--- src/rtl/guess_sweep_pkg.sv ---
// Shared types and protocol constants for the guess sweep scheduler,
// the top-level sequencer and the send_guess transaction engine.
package guess_sweep_pkg;

  typedef enum logic [2:0] {
    IDLE    = 3'd0,
    ISSUE   = 3'd1,
    MEASURE = 3'd2,
    ACCUM   = 3'd3,
    COMPARE = 3'd4,
    DONE    = 3'd5
  } sweep_state_t;

  // Protocol bytes exchanged with the MCU; candidates start right after them.
  localparam logic [7:0] START_BYTE        = 8'h01;
  localparam logic [7:0] ACK_BYTE          = 8'h02;
  localparam logic [7:0] YES_BYTE          = 8'h03;
  localparam logic [7:0] NO_BYTE           = 8'h04;
  localparam logic [7:0] END_BYTE          = 8'h05;
  localparam logic [7:0] START_GUESS_RANGE = 8'h06;

  // Sum width that cannot overflow with SAMPLES saturated delays.
  function automatic int sum_width(input int cnt_w, input int samples);
    return cnt_w + $clog2(samples);
  endfunction

endpackage

--- src/rtl/guess_sweep_ctrl_if.sv ---
// Handshake between the sweep controller (master) and send_guess (slave).
interface guess_sweep_ctrl_if;
  logic [7:0] guess_byte;
  logic       begin_transaction;
  logic       waiting_for_reply;
  logic       correct_flag;

  modport master (
    output guess_byte,
    output begin_transaction,
    input  waiting_for_reply,
    input  correct_flag
  );

  modport slave (
    input  guess_byte,
    input  begin_transaction,
    output waiting_for_reply,
    output correct_flag
  );
endinterface

--- src/rtl/guess_sweep_ctrl_sample_accum.sv ---
// Per-candidate delay measurement: saturating reply-delay counter and
// running sum. With GUESS_SWEEP_TRIM_EN defined it also tracks the largest
// single sample so the compared value drops one outlier (needs SAMPLES >= 2).
module sample_accum #(
  parameter int CNT_W = 24,
  parameter int SUM_W = 26
) (
  input  logic             CLK_50,
  input  logic             RST_N,
  input  logic             clr_cnt,
  input  logic             inc,
  input  logic             add,
  input  logic             clr_sum,
  output logic [SUM_W-1:0] cmp_sum
);

  logic [CNT_W-1:0] cnt_q;
  logic [SUM_W-1:0] sum_q;

  // Delay counter: cleared per sample, holds at all-ones instead of wrapping.
  always_ff @(posedge CLK_50 or negedge RST_N) begin
    if (!RST_N) begin
      cnt_q <= '0;
    end else if (clr_cnt) begin
      cnt_q <= '0;
    end else if (inc && (cnt_q != {CNT_W{1'b1}})) begin
      cnt_q <= cnt_q + 1'b1;
    end
  end

  // Running sum of the samples of the current candidate.
  always_ff @(posedge CLK_50 or negedge RST_N) begin
    if (!RST_N) begin
      sum_q <= '0;
    end else if (clr_sum) begin
      sum_q <= '0;
    end else if (add) begin
      sum_q <= sum_q + SUM_W'(cnt_q);
    end
  end

`ifdef GUESS_SWEEP_TRIM_EN
  logic [CNT_W-1:0] max_q;

  // Largest single sample of the current candidate.
  always_ff @(posedge CLK_50 or negedge RST_N) begin
    if (!RST_N) begin
      max_q <= '0;
    end else if (clr_sum) begin
      max_q <= '0;
    end else if (add && (cnt_q > max_q)) begin
      max_q <= cnt_q;
    end
  end

  // max_q is one of the summed samples, so this never underflows.
  assign cmp_sum = sum_q - SUM_W'(max_q);
`else
  assign cmp_sum = sum_q;
`endif

endmodule

--- src/rtl/guess_sweep_ctrl.sv ---
// Sweep scheduler for one code-byte position: walks candidates
// FIRST_GUESS..LAST_GUESS, runs SAMPLES send_guess transactions each,
// and keeps the candidate with the largest summed reply delay.
// Optional build macro: GUESS_SWEEP_TRIM_EN (compare sum minus largest sample).
//
// state   | meaning
// --------+-----------------------------------------------------------
// IDLE    | waiting for start
// ISSUE   | begin_transaction high, delay counter cleared
// MEASURE | counting cycles with waiting_for_reply high
// ACCUM   | add sample delay to the candidate sum
// COMPARE | update best candidate, advance or finish
// DONE    | one-cycle done pulse
module guess_sweep_ctrl
  import guess_sweep_pkg::*;
#(
  parameter int         SAMPLES     = 4,
  parameter int         CNT_W       = 24,
  parameter logic [7:0] FIRST_GUESS = START_GUESS_RANGE,
  parameter logic [7:0] LAST_GUESS  = 8'hFF,
  localparam int        SUM_W       = CNT_W + $clog2(SAMPLES)
) (
  input  logic                   CLK_50,
  input  logic                   RST_N,
  input  logic                   start,
  input  logic                   abort,
  output logic                   busy,
  output logic                   done,
  output logic [7:0]             best_byte,
  output logic [SUM_W-1:0]       best_sum,
  output logic                   correct,
  guess_sweep_ctrl_if.master     sg
);

  localparam int IDX_W = (SAMPLES > 1) ? $clog2(SAMPLES) : 1;

  sweep_state_t     state_q, state_d;
  logic [7:0]       guess_q;
  logic [IDX_W-1:0] sample_idx;
  logic [7:0]       best_byte_q;
  logic [SUM_W-1:0] best_sum_q;
  logic             correct_q;
  logic [SUM_W-1:0] cmp_sum;

  logic clr_cnt, inc, add, clr_sum;
  logic load_first, next_sample, next_cand;
  logic take_best, take_correct, clear_results;
  logic last_sample, last_cand, in_sweep;

  assign last_sample = (sample_idx == IDX_W'(SAMPLES - 1));
  assign last_cand   = (guess_q == LAST_GUESS);
  assign in_sweep    = (state_q != IDLE) && (state_q != DONE);

  sample_accum #(
    .CNT_W (CNT_W),
    .SUM_W (SUM_W)
  ) u_accum (
    .CLK_50  (CLK_50),
    .RST_N   (RST_N),
    .clr_cnt (clr_cnt),
    .inc     (inc),
    .add     (add),
    .clr_sum (clr_sum),
    .cmp_sum (cmp_sum)
  );

  // State register.
  always_ff @(posedge CLK_50 or negedge RST_N) begin
    if (!RST_N) begin
      state_q <= IDLE;
    end else begin
      state_q <= state_d;
    end
  end

  // Next state and datapath strobes; correct_flag ends the sweep, abort beats everything.
  always_comb begin
    state_d       = state_q;
    clr_cnt       = 1'b0;
    inc           = 1'b0;
    add           = 1'b0;
    clr_sum       = 1'b0;
    load_first    = 1'b0;
    next_sample   = 1'b0;
    next_cand     = 1'b0;
    take_best     = 1'b0;
    take_correct  = 1'b0;
    clear_results = 1'b0;

    case (state_q)
      IDLE: begin
        if (start) begin
          state_d       = ISSUE;
          load_first    = 1'b1;
          clr_sum       = 1'b1;
          clear_results = 1'b1;
        end
      end
      ISSUE: begin
        clr_cnt = 1'b1;
        if (sg.waiting_for_reply) state_d = MEASURE;
      end
      MEASURE: begin
        if (sg.waiting_for_reply) inc = 1'b1;
        else                      state_d = ACCUM;
      end
      ACCUM: begin
        add = 1'b1;
        if (last_sample) begin
          state_d = COMPARE;
        end else begin
          next_sample = 1'b1;
          state_d     = ISSUE;
        end
      end
      COMPARE: begin
        take_best = (cmp_sum > best_sum_q);
        if (last_cand) begin
          state_d = DONE;
        end else begin
          next_cand = 1'b1;
          clr_sum   = 1'b1;
          state_d   = ISSUE;
        end
      end
      DONE: begin
        state_d = IDLE;
      end
      default: begin
        state_d = IDLE;
      end
    endcase

    // The acknowledged candidate wins outright; best_sum keeps its value.
    if (sg.correct_flag && in_sweep) begin
      state_d      = DONE;
      take_correct = 1'b1;
      take_best    = 1'b0;
      next_sample  = 1'b0;
      next_cand    = 1'b0;
      clr_sum      = 1'b0;
    end

    if (abort) begin
      state_d       = IDLE;
      clr_cnt       = 1'b0;
      inc           = 1'b0;
      add           = 1'b0;
      clr_sum       = 1'b0;
      load_first    = 1'b0;
      next_sample   = 1'b0;
      next_cand     = 1'b0;
      take_best     = 1'b0;
      take_correct  = 1'b0;
      clear_results = 1'b0;
    end
  end

  // Candidate and sample counters; LAST_GUESS is caught before any increment.
  always_ff @(posedge CLK_50 or negedge RST_N) begin
    if (!RST_N) begin
      guess_q    <= FIRST_GUESS;
      sample_idx <= '0;
    end else begin
      if (load_first)     guess_q <= FIRST_GUESS;
      else if (next_cand) guess_q <= guess_q + 8'd1;

      if (load_first || next_cand) sample_idx <= '0;
      else if (next_sample)        sample_idx <= sample_idx + 1'b1;
    end
  end

  // Result registers; ties keep the earlier, lower candidate.
  always_ff @(posedge CLK_50 or negedge RST_N) begin
    if (!RST_N) begin
      best_byte_q <= 8'h00;
      best_sum_q  <= '0;
      correct_q   <= 1'b0;
    end else if (clear_results) begin
      best_byte_q <= 8'h00;
      best_sum_q  <= '0;
      correct_q   <= 1'b0;
    end else if (take_correct) begin
      best_byte_q <= guess_q;
      correct_q   <= 1'b1;
    end else if (take_best) begin
      best_byte_q <= guess_q;
      best_sum_q  <= cmp_sum;
    end
  end

  assign busy                 = (state_q != IDLE);
  assign done                 = (state_q == DONE);
  assign best_byte            = best_byte_q;
  assign best_sum             = best_sum_q;
  assign correct              = correct_q;
  assign sg.guess_byte        = guess_q;
  assign sg.begin_transaction = (state_q == ISSUE);

endmodule

--- src/flat_wrapper.sv ---
// flat-port wrapper written by rule: the top's interface ports become plain ports
module guess_sweep_ctrl_flat import guess_sweep_pkg::*;
#(
  parameter int         SAMPLES     = 4,
  parameter int         CNT_W       = 24,
  parameter logic [7:0] FIRST_GUESS = START_GUESS_RANGE,
  parameter logic [7:0] LAST_GUESS  = 8'hFF,
  localparam int        SUM_W       = CNT_W + $clog2(SAMPLES)
)
  (CLK_50, RST_N, start, abort, busy, done, best_byte, best_sum, correct, sg_guess_byte, sg_begin_transaction, sg_waiting_for_reply, sg_correct_flag);
  guess_sweep_ctrl_if sg_i ();
  input  logic CLK_50;
  input  logic RST_N;
  input  logic start;
  input  logic abort;
  output logic busy;
  output logic done;
  output logic [7:0] best_byte;
  output logic [SUM_W-1:0] best_sum;
  output logic correct;
  output wire logic [$bits(sg_i.guess_byte)-1:0] sg_guess_byte;
  output wire logic [$bits(sg_i.begin_transaction)-1:0] sg_begin_transaction;
  input wire logic [$bits(sg_i.waiting_for_reply)-1:0] sg_waiting_for_reply;
  input wire logic [$bits(sg_i.correct_flag)-1:0] sg_correct_flag;
  assign sg_guess_byte = sg_i.guess_byte;
  assign sg_begin_transaction = sg_i.begin_transaction;
  assign sg_i.waiting_for_reply = sg_waiting_for_reply;
  assign sg_i.correct_flag = sg_correct_flag;
  guess_sweep_ctrl #(.SAMPLES(SAMPLES), .CNT_W(CNT_W), .FIRST_GUESS(FIRST_GUESS), .LAST_GUESS(LAST_GUESS)) u_core (.CLK_50(CLK_50), .RST_N(RST_N), .start(start), .abort(abort), .busy(busy), .done(done), .best_byte(best_byte), .best_sum(best_sum), .correct(correct), .sg(sg_i));
endmodule
--- config.mk ---
export PLATFORM = sky130hd
export DESIGN_NAME = guess_sweep_ctrl_flat
export DESIGN_NICKNAME = d
export VERILOG_FILES = /design/src/rtl/guess_sweep_pkg.sv /design/src/rtl/guess_sweep_ctrl_if.sv /design/src/rtl/guess_sweep_ctrl_sample_accum.sv /design/src/rtl/guess_sweep_ctrl.sv /design/src/flat_wrapper.sv
export SDC_FILE = /design/constraint.sdc
export NUM_CORES = 1
export LEC_CHECK = 0
export ABC_AREA = 1
export CAP_MARGIN = 20
export CORE_MARGIN = 5
export CORE_UTILIZATION = 55
export CTS_BUF_LIST = sky130_fd_sc_hd__clkbuf_8
export CTS_CLUSTER_DIAMETER = 100
export CTS_CLUSTER_SIZE = 16
export DETAILED_ROUTE_END_ITERATION = 16
export PLACE_DENSITY = 0.8
export SLEW_MARGIN = 25
export SYNTH_ARGS = -nofsm -noshare
export SYNTH_HDL_FRONTEND = slang
export SYNTH_HIERARCHICAL = 1
export SYNTH_SLANG_ARGS = --single-unit
--- constraint.sdc ---
create_clock -name CLK_50 -period 2.8 [get_ports CLK_50]
set_clock_uncertainty 0.05 [all_clocks]
set_input_delay 0.56 -clock CLK_50 [delete_from_list [all_inputs] [get_ports CLK_50]]
set_output_delay 0.56 -clock CLK_50 [all_outputs]
set_load 0.02 [all_outputs]
==> results.sh, run 1 <==
export IMPL_io_buffers=51
export IMPL_routabilityCongestion=1.00
export IMPL_synth_seq_cells=98
export IMPL_clockRootBuffer="clkbuf_8"
export IMPL_worst_ep_required_time_ps=3030
export IMPL_grt_use_total_pct=25.1
export IMPL_drtPass1Iterations=5
export IMPL_cpMostUsedCell="nor2_1"
export IMPL_vias=6891
export IMPL_antenna_found_initial=0
export IMPL_ant_nets=0
export IMPL_maxCapViolCount=0
export IMPL_fp_dieW_um=124
export IMPL_n_fill_cell=1146
export IMPL_cts_tree="done"
export IMPL_clock_sinks=98
export IMPL_syn_area_um2=7110
export IMPL_ir_drop_mv=0.358
export IMPL_seq_area_frac_synth_pct=34.5
export IMPL_finalSetupViolCount=0
export IMPL_hold_violations=0
export IMPL_p_leak_nw=4.24
export IMPL_postCtsHoldBufs=0
export IMPL_min_period_over_period_pct=87.5
export IMPL_final_common_cell="nand2_1"
export IMPL_top_level_ports=52
export IMPL_hpwl_mm=14.2
export IMPL_cts_buffers=9
export IMPL_min_path_type="primary input to async pin"
export IMPL_diodes=0
export IMPL_rows=41
export IMPL_clk_latency_ps=380
export IMPL_path_class="register to register"
export IMPL_num_nets_final=1163
export IMPL_maxSlewViolCount=0
export IMPL_grt_max_degree=49
export IMPL_synthDistinctLibCells=43
export IMPL_status="completed"
export IMPL_worst_pin_slew_ps=665
export IMPL_drt_iter0_drc=567
export IMPL_drc_errors=0
export IMPL_finalSetupTns_ps=0
export IMPL_grt_overflow_total=0
export IMPL_max_freq_ghz=0.408
export IMPL_dieArea_um2=15300
export IMPL_vias_per_cell=5.38
export IMPL_startpoint_type="register"
export IMPL_clk_path_buf_depth=2
export IMPL_crit_path_end_kind="register"
export IMPL_cp_arrival_ps=2680
export IMPL_synth_nets=1101
export IMPL_drive_above_1_share_pct=6.77
export IMPL_slowest_delay_ps=600
export IMPL_syn2layout_area_growth_pct=13.3
export IMPL_die_y_um=124
export IMPL_cts_htree_levels=3
export IMPL_critical_path_max_fanout=10
export IMPL_relSlewSlack_pct=55.3
export IMPL_whs_ps=126
export IMPL_ys_warn_count=6
export IMPL_fp_coreArea_um2=12700
export IMPL_crit_slowest_cell="dfstp_2"
export IMPL_wl_per_cell_um=14.1
export IMPL_postSynthAreaPerCell_um2=6.83
export IMPL_initial_core_util_pct=56.1
export IMPL_clk_pin_slew_ps=100
export IMPL_rsz0062_at_grt="false"
export IMPL_crit_chain="ha_1, nand2_1, nor2_1, nand3_1, nand3_2, nand2_1, nor2_1, nor2_1, buf_4, a22o_1"
export IMPL_power_density_nw_per_um2=669
export IMPL_drt_wl_total_mm=18.0
export IMPL_postCtsSetupRepairBufs=0
export IMPL_period_minus_slack_ps=2450
export IMPL_syn_inst=1041
export IMPL_grt_pass1_wl_mm=30.7
export IMPL_grt_pass1_vias=6598
export IMPL_mostFrequentLayoutCells="nand2_1 (356), inv_1 (137), nand3_1 (100)"
registers in the layout, summed over array words and instances (netlist names):
signal,count
u_core/u_accum/cmp_sum,26
u_core/best_byte,8
u_core/sg.guess_byte,8
u_core/best_sum,26
u_core/correct,1
u_core/state_q,3
u_core/sample_idx,2
u_core/u_accum/cnt_q,24
worst max-delay path, delay by kind of cell (launching register included):
family | cells | cell delay [ps]
flip-flops | 1 | 600
AND/OR/NAND/NOR | 7 | 1090
buffers and inverters | 1 | 190
AO/OA/AOI/OAI | 1 | 190
adder cells (fa/ha/maj) | 1 | 220
repair_timing:
| item | 4_1_cts | 5_1_grt |
|---|---|---|
| resized for setup | 0 | 1 |
| hold endpoints to repair | 0 | 0 |
| setup endpoints to repair | 0 | 1 |
metrics by stage:
| stage | cell area (um^2) | total power [W] | cells | util, % | worst slack (ps) |
|---|---|---|---|---|---|
| after global placement | 7880 | 0.00447 | 1264 | 62.2 | 282 |
| after CTS | 8060 | 0.00541 | 1280 | 63.6 | 340 |
| after floorplan | 7110 | 0.00367 | 1041 | - | 291 |
| final | 8060 | 0.00539 | 1280 | 63.6 | 351 |
| after detailed placement | 7880 | 0.00454 | 1264 | 62.2 | 165 |
| after global routing | 8060 | 0.00587 | 1280 | 63.6 | 62.7 |
cell type report:
class | count | area [um^2] | share of cell area, %
sequential | 98 | 2450 | 30.5
inverter | 148 | 561 | 6.96
tap | 172 | 215 | 2.67
multi-input combinational | 778 | 4000 | 49.6
timing repair buffer | 68 | 648 | 8.05
clock inverter | 6 | 40.0 | 0.497
clock buffer | 10 | 138 | 1.71
path summary, 6_finish.rpt:
kind	start	endpoint	slack, ps	cells after the start
max	u_core/sg.guess_byte[1]	u_core/u_accum/cmp_sum[0]	350	10
min	RST_N	u_core/sg.guess_byte[7]	130	1
max reg2reg	u_core/sg.guess_byte[1]	u_core/u_accum/cmp_sum[0]	350	10
min reg2reg	u_core/sg.guess_byte[1]	u_core/sg.guess_byte[1]	470	2
max in group asynchronous	RST_N	u_core/best_sum[23]	1900	2
min in group CLK_50	u_core/sg.guess_byte[1]	u_core/sg.guess_byte[1]	470	2
synth_stat cells (all sizes together):
cell type    n  area (um^2)
nand2      362         1380
inv        146          548
nand3      102          521
dfrtp       96         2400
nor2        83          322
ha          53          663
o21ai       47          269
a21oi       44          220
nand4       27          169
nor3        21          131
buf         11         71.3
xor2        10         87.6
clkbuf       6         22.5
o31ai        5         37.5
o21bai       4         30.0
xnor2        3         26.3
a21o         2         15.0
and2         2         12.5
clkinv       2         12.5
dfstp        2         52.6
o211ai       2         15.0
or2          2         12.5
a21boi       1         11.3
a22o         1         8.76
a31oi        1         6.26
and3         1         6.26
fa           1         20.0
nand3b       1         7.51
o221ai       1         8.76
o22ai        1         6.26
o311ai       1         8.76
power breakdown:
part / internal, W / leakage [nW] / total (W) / switching (W)
clock: 0.000349 / 0.0982 / 0.000857 / 0.000508
combinational: 0.000954 / 2.80 / 0.00252 / 0.00156
sequential: 0.00169 / 1.34 / 0.00202 / 0.000331
cells by family after synthesis:
logic type               after synthesis  synth area share [%]
flip-flops                            98                  34.5
adder cells (fa/ha/maj)               54                  9.61
buffers and inverters                165                  9.21
AO/OA/AOI/OAI                        110                  8.96
XOR/XNOR                              13                  1.60
AND/OR/NAND/NOR                      601                  36.1
per-layer routing:
| layer | up-vias | routed length (um) | GRT usage [%] | share of wire (%) |
|---|---|---|---|---|
| li1 | 3484 | - | - | - |
| met1 | 3204 | 8320 | 34.4 | 46 |
| met2 | 175 | 8270 | 40.5 | 46 |
| met3 | 28 | 1030 | 5.31 | 5.7 |
| met4 | 0 | 391 | 7.06 | 2.2 |
| met5 | - | 0 | 0 | 0 |
Power figures use the tool's default switching activity.
==> inputs of run 2 (changes only) <==
--- a/config.mk
+++ b/config.mk
@@ -14,7 +14,8 @@
 export CTS_CLUSTER_SIZE = 16
 export DETAILED_ROUTE_END_ITERATION = 16
 export PLACE_DENSITY = 0.8
-export SLEW_MARGIN = 25
+export SKIP_LAST_GASP = 1
+export SLEW_MARGIN = 20
 export SYNTH_ARGS = -nofsm -noshare
 export SYNTH_HDL_FRONTEND = slang
 export SYNTH_HIERARCHICAL = 1
==> results of run 2 <==
Final layout, timing and power as in run 1 (identical DEF).
